`config.mk`:
```
export PLATFORM = sky130hd
export DESIGN_NAME = window_framer
export DESIGN_NICKNAME = d
export VERILOG_FILES = /design/src/rtl/window_framer_pkg.sv /design/src/rtl/axi_out_reg.sv /design/src/rtl/setting_reg.sv /design/src/rtl/window_framer.sv
export SDC_FILE = /design/constraint.sdc
export NUM_CORES = 1
export LEC_CHECK = 0
export CAP_MARGIN = 10
export CORE_MARGIN = 5
export CORE_UTILIZATION = 56
export DETAILED_ROUTE_END_ITERATION = 12
export PLACE_DENSITY = 0.88
export SLEW_MARGIN = 20
export SYNTH_ARGS = -nofsm -noshare
export SYNTH_HDL_FRONTEND = slang
export SYNTH_SLANG_ARGS = --single-unit
```
`constraint.sdc`:
```
create_clock -name clk -period 8.6 [get_ports clk]
set_input_delay 1.29 -clock clk [delete_from_list [all_inputs] [get_ports clk]]
set_output_delay 1.29 -clock clk [all_outputs]
set_load 0.1 [all_outputs]
```
`src/rtl/window_framer_pkg.sv`:
```
`default_nettype none
// ============================================================================
//  Module      : window_framer_pkg
//  Description : Shared constants and state encoding for the window framer:
//                default settings-bus addresses, register widths and the
//                KEEP/DROP frame state.
//  Revision    : 1.0 - initial release
// ============================================================================
package window_framer_pkg;

    // Default settings-bus addresses
    localparam int C_SR_FRAME_SIZE          = 0;
    localparam int C_SR_FRAME_DECIM         = 1;

    // Frame length register is C_MAX_LOG2_OF_FRAME_SIZE+1 bits wide so that
    // the full power-of-two length itself can be represented.
    localparam int C_MAX_LOG2_OF_FRAME_SIZE = 10;
    localparam int C_DECIM_WIDTH            = 16;

    // Frame state: KEEP forwards the frame downstream, DROP discards it.
    typedef enum logic [0:0] {
        ST_KEEP = 1'b0,
        ST_DROP = 1'b1
    } frame_state_t;

endpackage : window_framer_pkg
`default_nettype wire

```
`src/rtl/axi_out_reg.sv`:
```
`default_nettype none
// ============================================================================
//  Module      : axi_out_reg
//  Description : One-entry output register for an AXI-stream style
//                data/last/valid channel. A new beat may be loaded whenever
//                the register is empty or its current beat is being taken.
//  Ports       : clk, rst, clr   - clock, reset, flush (both sync, active-high)
//                load            - write load_data/load_last this cycle
//                load_data/last  - beat to store
//                can_load        - register can accept a beat this cycle
//                tdata/tlast     - registered beat
//                tvalid, tready  - downstream handshake
//  Revision    : 1.0 - initial release
// ============================================================================
module axi_out_reg #(
    parameter int WIDTH = 32
) (
    input  logic             clk,
    input  logic             rst,
    input  logic             clr,
    input  logic             load,
    input  logic [WIDTH-1:0] load_data,
    input  logic             load_last,
    output logic             can_load,
    output logic [WIDTH-1:0] tdata,
    output logic             tlast,
    output logic             tvalid,
    input  logic             tready
);

    logic [WIDTH-1:0] r_data;
    logic             r_last;
    logic             r_valid;

    assign can_load = !r_valid || tready;

    always_ff @(posedge clk) begin
        if (rst || clr) begin
            r_data  <= '0;
            r_last  <= 1'b0;
            r_valid <= 1'b0;
        end else if (load) begin
            r_data  <= load_data;
            r_last  <= load_last;
            r_valid <= 1'b1;
        end else if (tready) begin
            // Beat consumed and nothing new arriving; data/last keep their
            // old value, only valid falls.
            r_valid <= 1'b0;
        end
    end

    assign tdata  = r_data;
    assign tlast  = r_last;
    assign tvalid = r_valid;

endmodule : axi_out_reg
`default_nettype wire

```
`src/rtl/setting_reg.sv`:
```
`default_nettype none
// ============================================================================
//  Module      : setting_reg
//  Description : Single settings-bus register. Captures the low WIDTH bits of
//                data_in when strobe is high and addr matches MY_ADDR.
//  Ports       : clk, rst        - clock, synchronous active-high reset
//                strobe, addr    - settings bus strobe and address
//                data_in         - settings bus data
//                data_out        - current register value
//  Revision    : 1.0 - initial release
// ============================================================================
module setting_reg #(
    parameter int               MY_ADDR  = 0,
    parameter int               AWIDTH   = 8,
    parameter int               WIDTH    = 32,
    parameter logic [WIDTH-1:0] AT_RESET = '0
) (
    input  logic              clk,
    input  logic              rst,
    input  logic              strobe,
    input  logic [AWIDTH-1:0] addr,
    input  logic [31:0]       data_in,
    output logic [WIDTH-1:0]  data_out
);

    logic [WIDTH-1:0] r_value;

    // Only the low WIDTH bits are stored; the rest of the bus word is ignored.
    logic w_unused_bits;
    assign w_unused_bits = ^data_in;

    always_ff @(posedge clk) begin
        if (rst) begin
            r_value <= AT_RESET;
        end else if (strobe && (addr == AWIDTH'(MY_ADDR))) begin
            r_value <= data_in[WIDTH-1:0];
        end
    end

    assign data_out = r_value;

endmodule : setting_reg
`default_nettype wire

```
`src/rtl/window_framer.sv`:
```
`default_nettype none
// ============================================================================
//  Module      : window_framer
//  Description : Cuts a continuous sample stream into frames of programmable
//                length L and forwards one frame in every D+1, marking the
//                last sample of each forwarded frame with o_tlast. L and D
//                are written over the settings bus and only take effect at
//                frame boundaries (shadow copies reload on the last sample).
//  Ports       : clk, reset, clear        - clock, sync resets (active-high)
//                set_stb/addr/data        - settings bus
//                i_tdata/tlast/tvalid/tready - input stream (i_tlast ignored)
//                o_tdata/tlast/tvalid/tready - framed output stream
//                frames_dropped           - wrapping count of dropped frames
//  Revision    : 1.0 - initial release
// ============================================================================
module window_framer
    import window_framer_pkg::*;
#(
    parameter int SR_FRAME_SIZE          = C_SR_FRAME_SIZE,
    parameter int SR_FRAME_DECIM         = C_SR_FRAME_DECIM,
    parameter int MAX_LOG2_OF_FRAME_SIZE = C_MAX_LOG2_OF_FRAME_SIZE,
    parameter int WIDTH                  = 32
) (
    input  logic             clk,
    input  logic             reset,
    input  logic             clear,
    input  logic             set_stb,
    input  logic [7:0]       set_addr,
    input  logic [31:0]      set_data,
    input  logic [WIDTH-1:0] i_tdata,
    input  logic             i_tlast,
    input  logic             i_tvalid,
    output logic             i_tready,
    output logic [WIDTH-1:0] o_tdata,
    output logic             o_tlast,
    output logic             o_tvalid,
    input  logic             o_tready,
    output logic [31:0]      frames_dropped
);

    localparam int               C_LW      = MAX_LOG2_OF_FRAME_SIZE + 1;
    localparam int               C_DW      = C_DECIM_WIDTH;
    localparam logic [C_LW-1:0]  C_L_RESET = {1'b1, {MAX_LOG2_OF_FRAME_SIZE{1'b0}}};

    // ------------------------------------------------------------------
    // Settings registers
    // ------------------------------------------------------------------
    logic [C_LW-1:0] w_frame_size_reg;
    logic [C_DW-1:0] w_decim_reg;

    setting_reg #(
        .MY_ADDR  (SR_FRAME_SIZE),
        .AWIDTH   (8),
        .WIDTH    (C_LW),
        .AT_RESET (C_L_RESET)
    ) u_sr_frame_size (
        .clk      (clk),
        .rst      (reset),
        .strobe   (set_stb),
        .addr     (set_addr),
        .data_in  (set_data),
        .data_out (w_frame_size_reg)
    );

    setting_reg #(
        .MY_ADDR  (SR_FRAME_DECIM),
        .AWIDTH   (8),
        .WIDTH    (C_DW),
        .AT_RESET ('0)
    ) u_sr_frame_decim (
        .clk      (clk),
        .rst      (reset),
        .strobe   (set_stb),
        .addr     (set_addr),
        .data_in  (set_data),
        .data_out (w_decim_reg)
    );

    // Value each register will hold after this cycle. Shadows load from
    // these so a write coinciding with the end of a frame applies to the
    // very next frame.
    logic            w_frame_size_wr;
    logic            w_decim_wr;
    logic [C_LW-1:0] w_frame_size_nxt;
    logic [C_DW-1:0] w_decim_nxt;

    assign w_frame_size_wr  = set_stb && (set_addr == 8'(SR_FRAME_SIZE));
    assign w_decim_wr       = set_stb && (set_addr == 8'(SR_FRAME_DECIM));
    assign w_frame_size_nxt = w_frame_size_wr ? set_data[C_LW-1:0] : w_frame_size_reg;
    assign w_decim_nxt      = w_decim_wr      ? set_data[C_DW-1:0] : w_decim_reg;

    // ------------------------------------------------------------------
    // Framing state
    // ------------------------------------------------------------------
    logic [C_LW-1:0] r_l_act;
    logic [C_DW-1:0] r_d_act;
    logic [C_LW-1:0] r_samp_cnt;
    logic [C_DW-1:0] r_frm_cnt;
    frame_state_t    r_state;
    logic [31:0]     r_frames_dropped;

    logic [C_LW-1:0] w_samp_nxt;
    logic [C_DW-1:0] w_frm_nxt;
    frame_state_t    w_state_nxt;
    logic [C_LW-1:0] w_last_idx;
    logic            w_is_last;
    logic            w_accept;
    logic            w_frame_end;
    logic            w_out_can_load;
    logic            w_load_out;

    logic w_unused_tlast;
    assign w_unused_tlast = i_tlast;

    // A programmed length of 0 behaves as a length of 1.
    assign w_last_idx  = (r_l_act == '0) ? '0 : (r_l_act - C_LW'(1));
    assign w_is_last   = (r_samp_cnt == w_last_idx);

    // Dropped frames never stall the input, even when a kept sample is
    // still waiting in the output register.
    assign i_tready    = (r_state == ST_DROP) ? 1'b1 : w_out_can_load;
    assign w_accept    = i_tvalid && i_tready;
    assign w_frame_end = w_accept && w_is_last;
    assign w_load_out  = w_accept && (r_state == ST_KEEP);

    always_comb begin
        w_samp_nxt  = r_samp_cnt;
        w_frm_nxt   = r_frm_cnt;
        w_state_nxt = r_state;
        if (w_accept) begin
            if (w_is_last) begin
                w_samp_nxt = '0;
                // >= rather than == : a shrinking reload may leave the frame
                // counter above the new decimation value.
                if (r_frm_cnt >= r_d_act) begin
                    w_frm_nxt = '0;
                end else begin
                    w_frm_nxt = r_frm_cnt + C_DW'(1);
                end
                w_state_nxt = (w_frm_nxt == '0) ? ST_KEEP : ST_DROP;
            end else begin
                w_samp_nxt = r_samp_cnt + C_LW'(1);
            end
        end
    end

    always_ff @(posedge clk) begin
        if (reset || clear) begin
            r_samp_cnt <= '0;
            r_frm_cnt  <= '0;
            r_state    <= ST_KEEP;
            // On reset the settings registers are themselves returning to
            // their defaults, so load those defaults directly.
            r_l_act    <= reset ? C_L_RESET : w_frame_size_nxt;
            r_d_act    <= reset ? '0        : w_decim_nxt;
        end else begin
            r_samp_cnt <= w_samp_nxt;
            r_frm_cnt  <= w_frm_nxt;
            r_state    <= w_state_nxt;
            if (w_frame_end) begin
                r_l_act <= w_frame_size_nxt;
                r_d_act <= w_decim_nxt;
            end
        end
    end

    // Drop counter survives clear; only reset zeroes it.
    always_ff @(posedge clk) begin
        if (reset) begin
            r_frames_dropped <= '0;
        end else if (!clear && w_frame_end && (r_state == ST_DROP)) begin
            r_frames_dropped <= r_frames_dropped + 32'd1;
        end
    end

    assign frames_dropped = r_frames_dropped;

    // ------------------------------------------------------------------
    // Output register
    // ------------------------------------------------------------------
    axi_out_reg #(
        .WIDTH (WIDTH)
    ) u_out_reg (
        .clk       (clk),
        .rst       (reset),
        .clr       (clear),
        .load      (w_load_out),
        .load_data (i_tdata),
        .load_last (w_is_last),
        .can_load  (w_out_can_load),
        .tdata     (o_tdata),
        .tlast     (o_tlast),
        .tvalid    (o_tvalid),
        .tready    (o_tready)
    );

endmodule : window_framer
`default_nettype wire
```
==> results of run 1 <==
## flip-flops by register name, summed over array words and instances (netlist names)
register and flops:
u_out_reg.tvalid 1, r_state 1, r_d_act 16, u_sr_frame_size.data_out 11, r_frm_cnt 16, frames_dropped 32, r_samp_cnt 11, u_out_reg.tdata 32
r_l_act 11, u_sr_frame_decim.data_out 16, u_out_reg.tlast 1
## cells in the mapped netlist (11+ instances only)
master,count,area (um2)
sky130_fd_sc_hd__o21ai_0,21,105.1
sky130_fd_sc_hd__or3_1,21,131.4
sky130_fd_sc_hd__nand2_1,118,442.9
sky130_fd_sc_hd__nand4_1,19,118.9
sky130_fd_sc_hd__dfxtp_1,121,2422
sky130_fd_sc_hd__a21oi_1,57,285.3
sky130_fd_sc_hd__or4_1,17,127.6
sky130_fd_sc_hd__nor3_1,18,90.09
sky130_fd_sc_hd__nor4_1,13,81.33
sky130_fd_sc_hd__clkbuf_1,45,168.9
sky130_fd_sc_hd__mux2_2,22,247.7
sky130_fd_sc_hd__nor2_1,100,375.4
sky130_fd_sc_hd__o22ai_1,12,75.07
sky130_fd_sc_hd__nor2b_1,33,206.5
sky130_fd_sc_hd__inv_1,30,112.6
sky130_fd_sc_hd__nand3_1,30,150.1
sky130_fd_sc_hd__and3_1,11,68.82
sky130_fd_sc_hd__edfxtp_1,27,810.8
sky130_fd_sc_hd__ha_1,20,250.2
sky130_fd_sc_hd__mux2i_1,27,270.3
## worst min-delay path by stage
stage	startpoint	endpoint	slack [ps]	cells past startpoint
after floorplan	u_sr_frame_size.data_out[0]	u_sr_frame_size.data_out[0]	460	2
after global placement	u_out_reg.tdata[14]	u_out_reg.tdata[14]	440	2
after detailed placement	u_out_reg.tdata[10]	u_out_reg.tdata[10]	450	2
after CTS	u_out_reg.tdata[10]	u_out_reg.tdata[10]	450	2
after global routing	u_out_reg.tdata[10]	u_out_reg.tdata[10]	470	2
final	u_out_reg.tdata[23]	u_out_reg.tdata[23]	450	2
## layer usage
layer	wire (um)	vias up
met3	974	36
met2	8404	225
met4	417	0
met5	0	-
li1	-	3227
met1	7896	2990
## logic make-up (layout without fill, tap and decap cells)
group                    count (synthesis)  count (layout)  share of synthesized area
AO/OA/AOI/OAI                          123             123                     0.1001
XOR/XNOR                                17              17                    0.02032
adder cells (fa/ha/maj)                 20              20                    0.03415
buffers and inverters                   80             197                    0.04252
flip-flops                             148             148                     0.4413
multiplexers                            49              49                    0.07070
AND/OR/NAND/NOR                        421             421                     0.2910
## where the power goes
part | total (uW) | internal, uW | switching, uW
clock | 764 | 473 | 291
combinational | 144 | 53.2 | 91.0
sequential | 723 | 716 | 7.30
total | 1630 | 1240 | 389
## stage by stage
stage	setup WS, ps	hold slack, ps	cells	util
final	4090	452.1	1147	0.7307
after global routing	3970	469.5	1147	0.7307
after CTS	4081	453.9	1147	0.7300
after detailed placement	4081	445.5	1115	0.6820
after global placement	4105	440.7	1115	0.6820
after floorplan	4098	455.7	858	-
## worst max-delay path: cells and delay by family
family        cells  cell delay (ps)
simple gates      1              510
buf+inv           2             1410
## placed cells by master (no fill, tap or decap), types with 3 or more instances in the layout
cell type	instances
sky130_fd_sc_hd__edfxtp_1	27
sky130_fd_sc_hd__nand2_1	118
sky130_fd_sc_hd__a211oi_1	3
sky130_fd_sc_hd__nor3_1	18
sky130_fd_sc_hd__o31ai_1	6
sky130_fd_sc_hd__xnor2_1	8
sky130_fd_sc_hd__or4_1	17
sky130_fd_sc_hd__nand2b_1	8
sky130_fd_sc_hd__nand4_1	19
sky130_fd_sc_hd__and4_1	4
sky130_fd_sc_hd__o21ai_0	21
sky130_fd_sc_hd__and3_1	11
sky130_fd_sc_hd__ha_1	20
sky130_fd_sc_hd__nand3b_1	3
sky130_fd_sc_hd__nor2_1	99
sky130_fd_sc_hd__a21o_1	7
sky130_fd_sc_hd__buf_4	8
sky130_fd_sc_hd__nand3_1	30
sky130_fd_sc_hd__nor2b_1	33
sky130_fd_sc_hd__o22ai_1	12
sky130_fd_sc_hd__xor2_1	9
sky130_fd_sc_hd__mux2i_1	27
sky130_fd_sc_hd__clkdlybuf4s50_1	127
sky130_fd_sc_hd__mux2_2	22
sky130_fd_sc_hd__or2_2	6
sky130_fd_sc_hd__inv_1	30
sky130_fd_sc_hd__and2_1	5
sky130_fd_sc_hd__a21oi_1	57
sky130_fd_sc_hd__clkinvlp_4	3
sky130_fd_sc_hd__or3_1	21
sky130_fd_sc_hd__clkbuf_16	18
sky130_fd_sc_hd__nor4_1	13
sky130_fd_sc_hd__dfxtp_1	121
sky130_fd_sc_hd__nor4b_1	3
sky130_fd_sc_hd__bufinv_16	3
## area by class of cell
cell class,instances,area [um2]
multi-input combinational,630,3794
tap,172,215.2
clock buffer,20,457.9
timing repair buffer,135,1331
inverter,30,112.6
clock inverter,12,152.6
fill,923,3426
sequential,148,3233
==> qor.txt, run 1 <==
STATUS
-------------------------------------------------------------------------------------------------
Outcome                                                                                 completed

CRITICAL PATH
-------------------------------------------------------------------------------------------------
CP max FO                                                                                       4
Reg-to-reg critical path startpoint                                                    r_l_act[3]
Critical Path AT                                                                          3220 ps
FF-to-FF path depth                                                                             7
Critical Path Sink Type                                                              primary output
Critical path type                                                                   input port to primary output
Timing startpoint of the critical path                                                   o_tready
Critical Path Max Stage Delay                                                             1000 ps
Critical-path cell list                                                              clkdlybuf4s50_1, or3b_2, clkdlybuf4s50_1
End point of the critical path                                                           i_tready
Crit start category                                                                    input port
Worst R2R End                                                                          r_d_act[9]
Crit-path slowest cell                                                               sky130_fd_sc_hd__clkdlybuf4s50_1
Cell occurring most often along the worst timing path                                sky130_fd_sc_hd__clkdlybuf4s50_1
Reg2Reg Setup Slack                                                                       4330 ps
CP required                                                                               7310 ps

FLOORPLANNING
-------------------------------------------------------------------------------------------------
Floorplan die area                                                                     15,470 um2
Die Y                                                                                    124.4 um
Initial core utilization                                                                   0.5759
Num ports                                                                                     146
Area of the placeable core                                                             12,720 um2
Row cnt                                                                                        41
Die Wd                                                                                   124.4 um

FINAL LAYOUT
-------------------------------------------------------------------------------------------------
Area grow syn2layout                                                                       26.88%
Cell area after layout                                                                   9296 um2
Ant diodes                                                                                      0
Net count reported at finish                                                                1,061
Share of cells above drive strength 1                                                     0.07590

STA
-------------------------------------------------------------------------------------------------
Final setup vio count                                                                           0
Transition time of the tightest slew-check pin                                            1030 ps
Ratio of final minimum period to clock period                                              0.5244
Total Negative Setup Slacks                                                                  0 ps
Final period demand of the worst path                                                     4510 ps
Unrepaired setup endpoints after global routing                                                no
Final worst clock skew                                                                   8.620 ps
Number of max-slew violations in the final report                                               0
Max_slew headroom                                                                          0.3114
F_max                                                                                  0.2217 GHz
Fin. Hold Viols                                                                                 0

CLOCK NETWORK
-------------------------------------------------------------------------------------------------
CTS tree                                                                                      yes
Number of post-CTS setup repair buffers                                                         0
Number of buffers created by CTS                                                               17
Post-cts hold buffer count                                                                      0
Clock root buffer                                                                    sky130_fd_sc_hd__clkbuf_16
Max Root-Sink Buffers                                                                           2
Level count of the clock H-tree                                                                 4
Clock slew seen by the registers of the worst setup and hold paths                          60 ps
Number of cells upsized or downsized after cts                                                  0
# clock sinks                                                                                 148
Clock latency reported for the late side of the worst-skew pair                            420 ps

LOGIC SYNTHESIS
-------------------------------------------------------------------------------------------------
Total number of yosys warnings                                                                  0
Most used DFF post-synth                                                             sky130_fd_sc_hd__dfxtp_1
Yosys reg bits                                                                                148
Share of async-settable or async-resettable flops after synthesis                               0
EDFF count, synth                                                                              27
Mapped Cells                                                                                  858
Synth Net Count                                                                               957
Post-synthesis sequential area ratio                                                       0.4413
Number of distinct library cell variants in the gate-level netlist after synthesis             56
Mean post-synth cell area                                                               8.540 um2
Post-synthesis instance area                                                             7327 um2

GLOBAL ROUTING
-------------------------------------------------------------------------------------------------
Pin count of the biggest net entering global routing                                           99
Number of antenna violations at the first check in global routing                               0
Total congestion overflow                                                                       0
Met1 track utilization from global routing                                                 0.3022
Vias in the first global route                                                              6,024
Overall fraction of global-route tracks in use                                             0.2279
Wire length of the first global-routing pass                                            29,670 um
Fraction of met3 tracks used by global routing                                            0.04674
Met2 Usage GRT                                                                             0.3674
Most used routing layer                                                                      met2

DRT
-------------------------------------------------------------------------------------------------
Detail-routed via count per cell                                                            5.648
DRT Pass-1 Iters                                                                                5
Vias post-DR                                                                                6,478
DRC Markers                                                                                     0
WL final                                                                                17,690 um
Number of violations reported at the end of detailed-routing iteration 0                      543
Average detailed-routed wire length per instance                                         15.43 um
Number of nets with antenna violations after detailed routing                                   0

POWER AND IR DROP
-------------------------------------------------------------------------------------------------
Post-layout power                                                                         1631 uW
Max IR drop VDD                                                                       0.0001629 V
Leakage                                                                               0.003542 uW
Power per unit of standard cell area                                                 175.4 nW/um2

JOB
-------------------------------------------------------------------------------------------------
Number of max-cap violations                                                                    0

PLACEMENT
-------------------------------------------------------------------------------------------------
Post-DP HPWL                                                                            12,040 um
Standard cell area after detailed placement                                              8677 um2
Number of port buffers                                                                        128
Routability congestion estimate                                                            0.8670

MIN PATH
-------------------------------------------------------------------------------------------------
Kind of path behind the tightest hold check                                          flop to flop

No activity file was read; power rests on OpenSTA's default activity.
==> run 2: changes to the inputs <==
--- a/config.mk
+++ b/config.mk
@@ -7,9 +7,9 @@
 export LEC_CHECK = 0
 export CAP_MARGIN = 10
 export CORE_MARGIN = 5
-export CORE_UTILIZATION = 56
+export CORE_UTILIZATION = 47
 export DETAILED_ROUTE_END_ITERATION = 12
-export PLACE_DENSITY = 0.88
+export PLACE_DENSITY = 0.79
 export SLEW_MARGIN = 20
 export SYNTH_ARGS = -nofsm -noshare
 export SYNTH_HDL_FRONTEND = slang
==> constraint.sdc (replaced) <==
create_clock -name clk -period 3.7 [get_ports clk]
set_input_delay 0.555 -clock clk [delete_from_list [all_inputs] [get_ports clk]]
set_output_delay 0.555 -clock clk [all_outputs]
set_load 0.1 [all_outputs]
==> run 2 against run 1 <==
Compared with the run above:
- global-route usage decreased by 4.0 points
- clock skew increased by 0.57 ps
- register-to-register slack worse by 4000 ps
- total power is 130% higher
- largest power group unchanged
==> qor.txt, run 2 (same netlist as run 1, synthesis figures left out) <==
STA
---------------------------------------------------------------------------------------
Max_slew headroom                                                                0.3195   +0.008035
Final period demand of the worst path                                           3378 ps
Unrepaired setup endpoints after global routing                                      no
Total Negative Setup Slacks                                                        0 ps   unchanged
Final worst clock skew                                                         9.193 ps   +0.5732 ps
Ratio of final minimum period to clock period                                    0.9129
F_max                                                                        0.2961 GHz
Transition time of the tightest slew-check pin                                  1018 ps   -12.35 ps
Final setup vio count                                                                 0   unchanged
Fin. Hold Viols                                                                       0   unchanged
Final critical-path setup slack                                                322.4 ps   -3768 ps
Number of max-slew violations in the final report                                     0   unchanged

DRT
---------------------------------------------------------------------------------------
Detail-routed via count per cell                                                  5.369   -4.9%
DRT Pass-1 Iters                                                                      5   unchanged
Vias post-DR                                                                      6,400   -1.2%
Number of violations reported at the end of detailed-routing iteration 0            410   -24%
Average detailed-routed wire length per instance                               14.16 um   -8.2%
DRC Markers                                                                           0   unchanged
WL final                                                                      16,880 um   -4.6%
Number of nets with antenna violations after detailed routing                         0   unchanged

FLOORPLANNING
---------------------------------------------------------------------------------------
Floorplan die area                                                           18,190 um2   +18%
Num ports                                                                           146   unchanged
Die Wd                                                                         134.9 um   +8.4%
Die Y                                                                          134.9 um   +8.4%
Initial core utilization                                                         0.4802   -0.09573
Row cnt                                                                              45   +9.8%
Area of the placeable core                                                   15,260 um2   +20%

POWER AND IR DROP
---------------------------------------------------------------------------------------
Leakage                                                                     0.003594 uW   +1.5%
Relative contribution of sequential cells to total power                          0.442   about the same
Combinational fraction of design power                                            0.088   about the same
Internal power                                                                  2894 uW   +130%
Power per unit of standard cell area                                       402.9 nW/um2   +130%
Max IR drop VDD                                                             0.0004399 V   +170%
Relative contribution of the clock network to total power                         0.470   +0.002
Fraction of power spent switching nets                                           0.2382   -0.0003061
Power spent charging and discharging nets                                      905.0 uW   +130%

GLOBAL ROUTING
---------------------------------------------------------------------------------------
Number of antenna violations at the first check in global routing                     0   unchanged
Total congestion overflow                                                             0   unchanged
Pin count of the biggest net entering global routing                                 69   -30%
Overall fraction of global-route tracks in use                                   0.1877   -0.04027
Vias in the first global route                                                    5,993   -0.51%
Wire length of the first global-routing pass                                  28,480 um   -4.0%

CRITICAL PATH
---------------------------------------------------------------------------------------
Timing startpoint of the critical path                                       r_l_act[3]
Critical Path AT                                                                3690 ps   +470 ps
Crit-path slowest cell                                                     sky130_fd_sc_hd__or3_1
End point of the critical path                                             frames_dropped[21]
Reg-to-reg critical path startpoint                                          r_l_act[3]
Critical path type                                                         flop to flop
Critical-path cell list                                                    or3_1, nor4_4, o221ai_1, a311oi_1, nand4_2, buf_12, nor4_1, mux2_2
CP max FO                                                                            48   +44
Critical Path Sink Type                                                            flop
Crit start category                                                                flop
Reg2Reg Setup Slack                                                              320 ps   -4010 ps
CP required                                                                     4010 ps   -3300 ps
Worst R2R End                                                              frames_dropped[21]
Critical Path Max Stage Delay                                                    550 ps   -450 ps
FF-to-FF path depth                                                                   8   +1

FINAL LAYOUT
---------------------------------------------------------------------------------------
Area grow syn2layout                                                             28.69%
Share of cells above drive strength 1                                           0.08563   +0.009729
Highest-count cells in the layout ignoring fill and taps                   126 x sky130_fd_sc_hd__clkdlybuf4s50_1, 120 x sky130_fd_sc_hd__dfxtp_1, 118 x sky130_fd_sc_hd__nand2_1
Most common library cell in the layout ignoring fill and taps              sky130_fd_sc_hd__clkdlybuf4s50_1
Net count reported at finish                                                      1,067   +0.57%
Ant diodes                                                                            0   unchanged

CLOCK NETWORK
---------------------------------------------------------------------------------------
Number of post-CTS setup repair buffers                                               0   unchanged
Max Root-Sink Buffers                                                                 2   unchanged
# clock sinks                                                                       148   unchanged
CTS tree                                                                            yes
Clock slew seen by the registers of the worst setup and hold paths                60 ps   about the same
Clock latency reported for the late side of the worst-skew pair                  420 ps   about the same
Number of cells upsized or downsized after cts                                        0   unchanged
Clock root buffer                                                          sky130_fd_sc_hd__clkbuf_16
Level count of the clock H-tree                                                       4   unchanged
Number of buffers created by CTS                                                     17   unchanged
Post-cts hold buffer count                                                            0   unchanged

STATUS
---------------------------------------------------------------------------------------
Outcome                                                                       completed

PLACEMENT
---------------------------------------------------------------------------------------
Worst slack after detailed placement                                           372.0 ps   -3709 ps
Routability congestion estimate                                                  0.8693   +0.27%
Number of port buffers                                                              128   unchanged
Post-DP HPWL                                                                  11,900 um   -1.1%

JOB
---------------------------------------------------------------------------------------
Number of max-cap violations                                                          0   unchanged

MIN PATH
---------------------------------------------------------------------------------------
Kind of path behind the tightest hold check                                flop to flop
Number of cells on the worst hold path                                                2   unchanged
Hold path startpoint                                                       u_out_reg.tdata[28]

==> run 2: stage by stage <==
stage / std cells / area [um2] / util / power (uW) / hold slack [ps]
CTS: 1192 / 9429 / 0.6180 / 3839 / 454.0
global placement: 1160 / 8807 / 0.5772 / 2047 / 441.2
finish: 1192 / 9429 / 0.6180 / 3799 / 452.0
detailed placement: 1160 / 8807 / 0.5772 / 2051 / 445.6
global route: 1192 / 9429 / 0.6180 / 3927 / 475.9
floorplan: 858 / 7330 / - / 1926 / 455.7
==> run 2: worst max-delay path: cells and delay by family, from the launching register on <==
family                 cells  cell delay, ps
muxes                      1             370
DFF                        1             460
buffers and inverters      1             220
AOI/OAI and AO/OA          2             640
and+or+nand+nor            4            1550
==> run 2: worst min-delay path by stage <==
stage                                   to
2_1_floorplan  u_sr_frame_size.data_out[0]
3_5_place_dp           u_out_reg.tdata[28]
5_1_grt                 u_out_reg.tdata[0]
3_3_place_gp           u_out_reg.tdata[12]
4_1_cts                u_out_reg.tdata[28]
6_report               u_out_reg.tdata[28]
==> run 2: per-layer routing <==
layer | vias up | GRT usage | wire length [um]
met1 | 3009 | 0.2542 | 7938
met2 | 132 | 0.2999 | 7955
met5 | - | 0 | 0
met3 | 20 | 0.04396 | 719
li1 | 3239 | - | -
met4 | 0 | 0.05543 | 265
==> run 2: power by group through the flow <==
stage               Sequential, uW  Clock [uW]  Combinational, uW
floorplan                     1800           0                131
global placement              1720           0                331
detailed placement            1720           0                335
CTS                           1680        1820                337
global route                  1680        1880                359
finish                        1680        1780                334
==> run 2: cell type report <==
type | count | area [um2]
Fill cell | 1295 | 5829
Clock inverter | 13 | 168.9
Timing Repair Buffer | 141 | 1411
Inverter | 30 | 112.6
Sequential cell | 148 | 3234
Clock buffer | 19 | 452.9
Multi-Input combinational cell | 630 | 3785
Tap cell | 211 | 264.0
